==> src/rtl/seq_booth_mult.sv <==
// Radix-2 Booth sequential multiplier, DW x DW -> 2*DW, signed or unsigned per operation.
// Latency: DW+1 cycles from the start-sampling edge to the one-cycle Ready pulse, either mode.
// Backpressure: none; start is taken only in IDLE or DONE, ignored while busy, clear aborts.
module seq_booth_mult #(
    parameter int DW = 8
) (
    input  logic              clk,
    input  logic              rst,
    input  logic              start,
    input  logic              clear,
    input  logic              signed_mode,
    input  logic [DW-1:0]     Multiplicand_INPUT,
    input  logic [DW-1:0]     Multiplier_INPUT,
    output logic              busy,
    output logic              Ready,
    output logic [2*DW-1:0]   Producto
);

    // The step counter must hold DW+1.
    localparam int CW = $clog2(DW + 2);

    typedef enum logic [1:0] {
        S_IDLE,
        S_RUN,
        S_DONE
    } state_t;

    state_t            state_q;

    // Operands are widened by one bit so unsigned values look like positive
    // signed ones; the Booth recoding then handles both modes identically.
    logic [DW:0]       m_q;        // extended multiplicand
    logic [DW+1:0]     a_q;        // accumulator, one guard bit above M
    logic [DW:0]       q_q;        // extended multiplier, shifted out LSB-first
    logic              qm1_q;      // Booth look-behind bit
    logic [CW-1:0]     cnt_q;      // Booth steps remaining

    logic              busy_q;
    logic              ready_q;
    logic [2*DW-1:0]   prod_q;

    // Next-step datapath values.
    logic [DW+1:0]     m_ext;
    logic [DW+1:0]     a_sum;
    logic [DW+1:0]     a_d;
    logic [DW:0]       q_d;
    logic              qm1_d;

    // Operand extension at capture time.
    logic [DW:0]       mcand_ext;
    logic [DW:0]       mplier_ext;

    assign mcand_ext  = {signed_mode & Multiplicand_INPUT[DW-1], Multiplicand_INPUT};
    assign mplier_ext = {signed_mode & Multiplier_INPUT[DW-1],   Multiplier_INPUT};

    // One Booth step: recode {Q[0], q-1}, add/subtract M, then arithmetic shift {A,Q,q-1}.
    always_comb begin
        m_ext = {m_q[DW], m_q};
        a_sum = a_q;
        unique case ({q_q[0], qm1_q})
            2'b10:   a_sum = a_q - m_ext;
            2'b01:   a_sum = a_q + m_ext;
            default: a_sum = a_q;
        endcase
        {a_d, q_d, qm1_d} = {a_sum[DW+1], a_sum, q_q};
    end

    // Control FSM with datapath registers and registered outputs.
    always_ff @(posedge clk or negedge rst) begin
        if (!rst) begin
            state_q <= S_IDLE;
            m_q     <= '0;
            a_q     <= '0;
            q_q     <= '0;
            qm1_q   <= 1'b0;
            cnt_q   <= '0;
            busy_q  <= 1'b0;
            ready_q <= 1'b0;
            prod_q  <= '0;
        end else if (clear) begin
            // Abort wins over start; the last product stays visible.
            state_q <= S_IDLE;
            busy_q  <= 1'b0;
            ready_q <= 1'b0;
        end else begin
            unique case (state_q)
                S_IDLE, S_DONE: begin
                    ready_q <= 1'b0;
                    if (start) begin
                        m_q     <= mcand_ext;
                        a_q     <= '0;
                        q_q     <= mplier_ext;
                        qm1_q   <= 1'b0;
                        cnt_q   <= CW'(DW + 1);
                        busy_q  <= 1'b1;
                        state_q <= S_RUN;
                    end else begin
                        busy_q  <= 1'b0;
                        state_q <= S_IDLE;
                    end
                end
                S_RUN: begin
                    a_q   <= a_d;
                    q_q   <= q_d;
                    qm1_q <= qm1_d;
                    cnt_q <= cnt_q - CW'(1);
                    if (cnt_q == CW'(1)) begin
                        // Last step: the low 2*DW bits of {A,Q} are exact in both modes.
                        prod_q  <= {a_d[DW-2:0], q_d};
                        busy_q  <= 1'b0;
                        ready_q <= 1'b1;
                        state_q <= S_DONE;
                    end
                end
                default: begin
                    busy_q  <= 1'b0;
                    ready_q <= 1'b0;
                    state_q <= S_IDLE;
                end
            endcase
        end
    end

    assign busy     = busy_q;
    assign Ready    = ready_q;
    assign Producto = prod_q;

endmodule

==> config.mk <==
export PLATFORM = sky130hd
export DESIGN_NAME = seq_booth_mult
export DESIGN_NICKNAME = d
export VERILOG_FILES = /design/src/rtl/seq_booth_mult.sv
export SDC_FILE = /design/constraint.sdc
export NUM_CORES = 1
export LEC_CHECK = 0
export ABC_AREA = 1
export BUFFER_PORTS_ARGS = -buffer_cell sky130_fd_sc_hd__buf_2
export CORE_ASPECT_RATIO = 0.9
export CORE_MARGIN = 3
export CORE_UTILIZATION = 55
export DETAILED_ROUTE_END_ITERATION = 10
export PLACE_DENSITY = 0.82
export SYNTH_ARGS = -nofsm -noshare
export SYNTH_HDL_FRONTEND = slang
export SYNTH_SLANG_ARGS = --single-unit
==> constraint.sdc <==
create_clock -name clk -period 3.1 [get_ports clk]
set_input_delay 0.155 -clock clk [delete_from_list [all_inputs] [get_ports clk]]
set_output_delay 0.155 -clock clk [all_outputs]
set_load 0.01 [all_outputs]
==> results.py, run 1 <==
metrics = {
    "status": {
        "status": "finished, final reports clean",
    },
    "timing": {
        "period_minus_slack_ps": 2450,
        "grt_setup_unrepaired": "no",
        "final_hold_viol_count": 0,
        "worst-slew-pin-transition_ps": 1110,
        "fmax_mhz": 408,
        "drv_slew": 0,
        "post-route-period-util": 0.790,
        "setup_viol": 0,
        "tns_ps": 0,
        "whs_ps": 41.7,
        "fin_worst_skew_ps": 7.71,
        "slew-limit-headroom": 0.261,
    },
    "finish": {
        "final_cells": 440,
        "drive_gt1_frac": 0.175,
        "n_antenna_cell": 0,
        "fin_nets": 412,
        "area_delta_synth_final_pct": 11.8,
        "fillers": 391,
    },
    "drt": {
        "num_vias": 2408,
        "drc": 0,
        "routed_wirelength_mm": 6.14,
        "post_drt_via_cell_ratio": 5.47,
        "dr.pass1.iters": 5,
        "drtIter0Drc": 166,
        "final_antenna_net_count": 0,
        "wl_per_cell_um": 14.0,
    },
    "cts": {
        "clockBufferDepth": 2,
        "cts.sinks": 50,
        "cts_root_buf": "clkbuf_8",
        "post-cts-setup-buffers": 0,
        "cts_made_buffers": 5,
        "cts_hold_buffers": 0,
        "cts_tree": "built",
        "htreeDepth": 2,
        "cts_resized": 0,
        "path_clk_slew_ps": 100,
        "clock_latency_ps": 310,
    },
    "job": {
        "cap_violations": 0,
    },
    "power": {
        "leakage_uw": 0.00168,
        "peakVddDrop_mv": 0.633,
        "p_per_area_nw_per_um2": 1060,
    },
    "critical_path": {
        "r2r_cells": 14,
        "critPathArrivalTime_ps": 2650,
        "r2r_start": "q_q[0]$_DFFE_PN0P_",
        "crit_start": "q_q[0]$_DFFE_PN0P_",
        "critical_path_class": "reg -> reg",
        "rrSetupSlack_ps": 650,
        "endpoint_kind": "flip-flop",
        "cp_max_fo": 10,
        "startpoint_type": "flip-flop",
        "cp-endpoint": "a_q[4]$_DFFE_PN0P_",
        "worstPathRequired_ps": 3300,
        "reg2reg_to": "a_q[4]$_DFFE_PN0P_",
    },
    "global_route": {
        "grt_pass1_wl_mm": 10.8,
        "grt_pass1_vias": 2345,
        "overflow": 0,
        "antenna_found_initial": 0,
        "grt_max_degree": 51,
        "grtUsageTotal": 0.233,
    },
    "logic_synthesis": {
        "syn-instance-count": 341,
        "ys_types": 31,
        "yosysMostFrequentCell": "nand2_1",
        "seq_area_frac_synth": 0.448,
        "ys_ff_latch": 50,
        "synth_edf_count": 0,
        "async_reset_ff_frac": 1.00,
        "syn_nets": 376,
        "synth_ff_type": "dfrtp_1",
        "synthTopCellsByCount": "nand2_1 (101), dfrtp_1 (50), inv_1 (39), o21ai_0 (26), nand3_1 (19)",
        "yosysTopAreaCellShare": 0.448,
        "synth_area_um2": 2790,
        "yosysWarningCount": 0,
        "yosys.area.top_type": "dfrtp_1",
        "syn_area_per_cell_um2": 8.19,
        "synth_area_leaders": "dfrtp_1 (45%), nand2_1 (14%), ha_1 (5.8%)",
    },
    "die": {
        "core_region_area_um2": 4660,
        "dieWidth_um": 81.1,
        "num_rows": 23,
        "dieArea_um2": 5970,
        "start_util": 0.599,
        "die_h_um": 73.6,
        "pin_count": 39,
    },
    "placement": {
        "dp_cells": 432,
        "gp_congestion": 0.903,
        "io_buffers": 38,
        "hpwl_mm": 4.41,
    },
    "min_path": {
        "hp-class": "in -> reg",
    },
}
flip-flops by register name, indices dropped and copies added (netlist names):
register  cells
cnt_q         4
q_q           9
qm1_q         1
Ready         1
Producto     16
a_q           9
busy          1
m_q           9
where the power goes:
| group | switching, uW | total, uW | internal, uW |
|---|---|---|---|
| sequential | 155 | 1050 | 899 |
| combinational | 1120 | 1750 | 631 |
| clock | 228 | 494 | 266 |
through the flow:
| stage | utilization | total power [uW] | area, um^2 | setup slack, ps |
|---|---|---|---|---|
| finish | 0.669 | 3300 | 3120 | 651 |
| detailed placement | 0.643 | 2790 | 3000 | 738 |
| global placement | 0.643 | 2720 | 3000 | 811 |
| floorplan | - | 2340 | 2790 | 854 |
| CTS | 0.669 | 3300 | 3120 | 715 |
| global route | 0.669 | 3610 | 3120 | 419 |
cell type report:
| cell class | instances | area [um^2] | share of cell area |
|---|---|---|---|
| flip-flops and latches | 50 | 1250 | 0.401 |
| multi-input cells | 238 | 1310 | 0.420 |
| inverters | 44 | 170 | 0.0545 |
| clock buffers | 6 | 82.6 | 0.0265 |
| well taps | 62 | 77.6 | 0.0249 |
| repair buffers | 38 | 190 | 0.0609 |
| clock inverters | 2 | 38.8 | 0.0124 |
critical path, cell delays in order (launching register included):
cell and delay [ps]:
dfrtp_1 380, inv_1 90, ha_1 350, nor2_1 110, xor2_1 170, ha_1 390, nand2_1 140, nor2_1 150
nand2_1 80, nand3_1 90, a21oi_1 60, o21ai_0 110, nand2_1 120, nand2_1 80, nand2_1 40
worst min-delay path by stage:
stage | start | cells past startpoint | endpoint
global placement | Multiplicand_INPUT[5] | 3 | m_q[5]$_DFFE_PN0P_
CTS | Multiplicand_INPUT[5] | 3 | m_q[5]$_DFFE_PN0P_
floorplan | rst | 0 | Producto[0]$_DFFE_PN0P_
finish | Multiplicand_INPUT[5] | 3 | m_q[5]$_DFFE_PN0P_
detailed placement | Multiplicand_INPUT[5] | 3 | m_q[5]$_DFFE_PN0P_
global route | Multiplicand_INPUT[6] | 3 | m_q[6]$_DFFE_PN0P_
placed cells by master, fill, tap and decap left out, drive strengths merged, types with 6 or more instances in the layout:
cell type	Yosys	final
o21ai	39	39
a21oi	9	9
nand3	20	20
a22oi	7	7
inv	43	44
clkbuf	3	6
dfrtp	50	50
buf	6	38
nor2	22	22
ha	13	13
nand2	101	101
xor2	7	7
cells by family (layout without fill, tap and decap cells):
group	count (synthesis)	after routing	synth area share
buf+inv	53	90	0.0825
compound gates	65	65	0.143
simple gates	149	149	0.229
flops	50	50	0.448
fa+ha+maj	14	14	0.0654
xor+xnor	10	10	0.0314
layer usage:
metal | global-route usage | up-vias | share of wire
met2 | 0.390 | 82 | 0.48
met1 | 0.314 | 1138 | 0.44
met3 | 0.0515 | 6 | 0.065
li1 | - | 1182 | -
met5 | 0 | - | 0
met4 | 0.0469 | 0 | 0.0072
No activity file was read; power rests on OpenSTA's default activity.
==> run 2, diff against run 1 <==
==> constraint.sdc (replaced) <==
create_clock -name clk -period 2.3 [get_ports clk]
set_input_delay 0.115 -clock clk [delete_from_list [all_inputs] [get_ports clk]]
set_output_delay 0.115 -clock clk [all_outputs]
set_load 0.01 [all_outputs]
==> run 2 against run 1 <==
Against the previous run:
- the flow now finishes with violations (negative setup slack)
- clock skew grew 2.0 ps
- sequential cell count is the same
- global-route usage grew 0.67 points
- critical path type unchanged
- sequential power grew 36%
- sequential share of layout area shrank 4.1 points
- non-clock buffer count grew 25
==> results.py, run 2 (synthesis results as in run 1) <==
metrics = {
    "status": {
        "status": "finished, violations left",
        "violations": "negative setup slack",
    },
    "timing": {
        "final_hold_viol_count": 0,
        "setup_viol": 3,
        "fin_worst_skew_ps": 9.72,
        "tns_ps": -66.3,
        "drv_slew": 0,
        "post-route-period-util": 1.01,
        "setup_ws_ps": -25.5,
        "slew-limit-headroom": 0.747,
        "fmax_mhz": 430,
        "period_minus_slack_ps": 2330,
        "grt_setup_unrepaired": "yes",
        "worst-slew-pin-transition_ps": 375,
    },
    "drt": {
        "met3_length_um": 365,
        "final_antenna_net_count": 0,
        "drc": 0,
        "dr.pass1.iters": 5,
        "wl_per_cell_um": 15.4,
        "wl_met1_mm": 3.04,
        "wl_met2_mm": 3.58,
        "routed_wirelength_mm": 7.14,
        "num_vias": 2625,
        "post_drt_via_cell_ratio": 5.65,
        "highest_layer": "met4",
        "drtIter0Drc": 219,
    },
    "critical_path": {
        "crit_start": "m_q[1]$_DFFE_PN0P_",
        "cp_num_cells": 16,
        "r2r_start": "m_q[1]$_DFFE_PN0P_",
        "crit_buf_inv": 2,
        "worstPathRequired_ps": 2510,
        "cp_top_family": "simple AND/OR/NAND/NOR gates",
        "critPathArrivalTime_ps": 2530,
        "startpoint_type": "flip-flop",
        "rrSetupSlack_ps": -30,
        "cp_cell_sequence": "inv_2 -> nand2_2 -> nor2_4 -> nand3_2 -> nand2_2 -> xnor2_2 -> ha_1 -> nand2_1 -> nor2_2 -> nand2_1 -> nor2_1 -> nor2_2 -> inv_1 -> nand2_2 -> nand3_2 -> nand2_1",
        "critical_path_class": "reg -> reg",
        "r2r_cells": 16,
        "endpoint_kind": "flip-flop",
        "cp_slowest_cell": "dfrtp_1",
        "max_stage_delay_ps": 420,
        "cp_max_fo": 4,
        "reg2reg_to": "a_q[8]$_DFFE_PN0P_",
    },
    "min_path": {
        "hold_path.startpoint": "Multiplicand_INPUT[2]",
        "holdPathEnd": "m_q[2]$_DFFE_PN0P_",
        "min_path_cells": 3,
        "hp-class": "in -> reg",
    },
    "die": {
        "num_rows": 23,
        "core_region_area_um2": 4660,
        "die_h_um": 73.6,
        "dieArea_um2": 5970,
        "dieWidth_um": 81.1,
        "start_util": 0.599,
        "pin_count": 39,
    },
    "job": {
        "cap_violations": 0,
    },
    "finish": {
        "final_cells": 465,
        "fin_nets": 437,
        "n_antenna_cell": 0,
        "drive_gt1_frac": 0.310,
        "final_util": 0.746,
        "fillers": 349,
        "final_common_cell": "nand2_1",
        "largest_register_ffs": 16,
        "final_cell_mix": "nand2_1 (91), dfrtp_1 (50), buf_2 (38)",
        "area_delta_synth_final_pct": 24.7,
    },
    "power": {
        "p_per_area_nw_per_um2": 1510,
        "peakVddDrop_mv": 0.819,
        "leakage_uw": 0.00182,
        "fin_total_pwr_uw": 5260,
    },
    "global_route": {
        "grt_pass1_wl_mm": 10.8,
        "grtUsageTotal": 0.240,
        "overflow": 0,
        "antenna_found_initial": 0,
        "grt_max_degree": 27,
        "grt_pass1_vias": 2380,
    },
    "cts": {
        "path_clk_slew_ps": 100,
        "clock_latency_ps": 320,
        "cts_root_buf": "clkbuf_8",
        "htreeDepth": 2,
        "clockBufferDepth": 2,
        "cts.sinks": 50,
        "cts_made_buffers": 5,
        "cts_tree": "built",
    },
    "placement": {
        "io_buffers": 38,
        "dp_cells": 440,
        "gp_congestion": 0.901,
        "hpwl_mm": 4.73,
    },
}
==> run 2: changes by cell type in the layout (fill, tap and decap cells not counted), sizes merged <==
cell and change:
buf +23, dlygate4sd3 +2, clkbuf -1, clkinvlp +1
==> run 2: how the worst max path moves through the flow <==
stage / to / slack [ps]
after floorplan: a_q[8]$_DFFE_PN0P_ / 50
after global placement: Producto[13]$_DFFE_PN0P_ / 20
after detailed placement: a_q[8]$_DFFE_PN0P_ / -90
after CTS: Producto[14]$_DFFE_PN0P_ / 9
after global routing: a_q[8]$_DFFE_PN0P_ / -200
final: a_q[8]$_DFFE_PN0P_ / -30
==> run 2: per-layer routing <==
layer  GRT usage  vias to the layer above
met5           0                        -
met4      0.0582                        0
met3      0.0564                       17
met2       0.404                       95
li1            -                     1228
met1       0.315                     1285
==> run 2: layout make-up <==
type	instances	area, um^2	share of cell area
multi-input combinational	238	1480	0.424
inverter	44	170	0.0489
clock buffer	5	68.8	0.0198
sequential	50	1250	0.360
timing repair buffer	63	387	0.111
tap	62	77.6	0.0223
clock inverter	3	48.8	0.0140
==> run 2: power by group <==
part,internal (uW),switching [uW],total [uW],leakage [uW]
sequential,1210,221,1430,0.000631
clock,332,323,655,0.0000563
combinational,1300,1870,3170,0.00113
==> run 2: what timing repair did <==
item / CTS / global route
pin swaps: 3 / 32
endpoints found under the setup margin: 9 / 12
hold buffers: 2 / 0
resized for setup: 6 / 42
endpoints found under the hold margin: 47 / 0
buffers inserted: 2 / 13
==> run 2: stage by stage <==
stage / instance area [um^2] / setup slack, ps / hold WS (ps)
floorplan: 2790 / 53.8 / -181
global placement: 3060 / 22.5 / -14.8
detailed placement: 3060 / -93.0 / -8.70
CTS: 3230 / 8.75 / 11.5
global route: 3480 / -200 / 24.3
finish: 3480 / -25.5 / 16.8
==> run 2: worst register-to-register path: stages (launching register included) <==
cell     delay [ps]
dfrtp_1         420
inv_2           110
nand2_2          70
nor2_4          190
nand3_2         100
nand2_2         100
xnor2_2          80
ha_1            380
nand2_1         140
nor2_2          180
nand2_1          70
nor2_1          120
nor2_2           60
inv_1            60
nand2_2          50
nand3_2          60
nand2_1          50
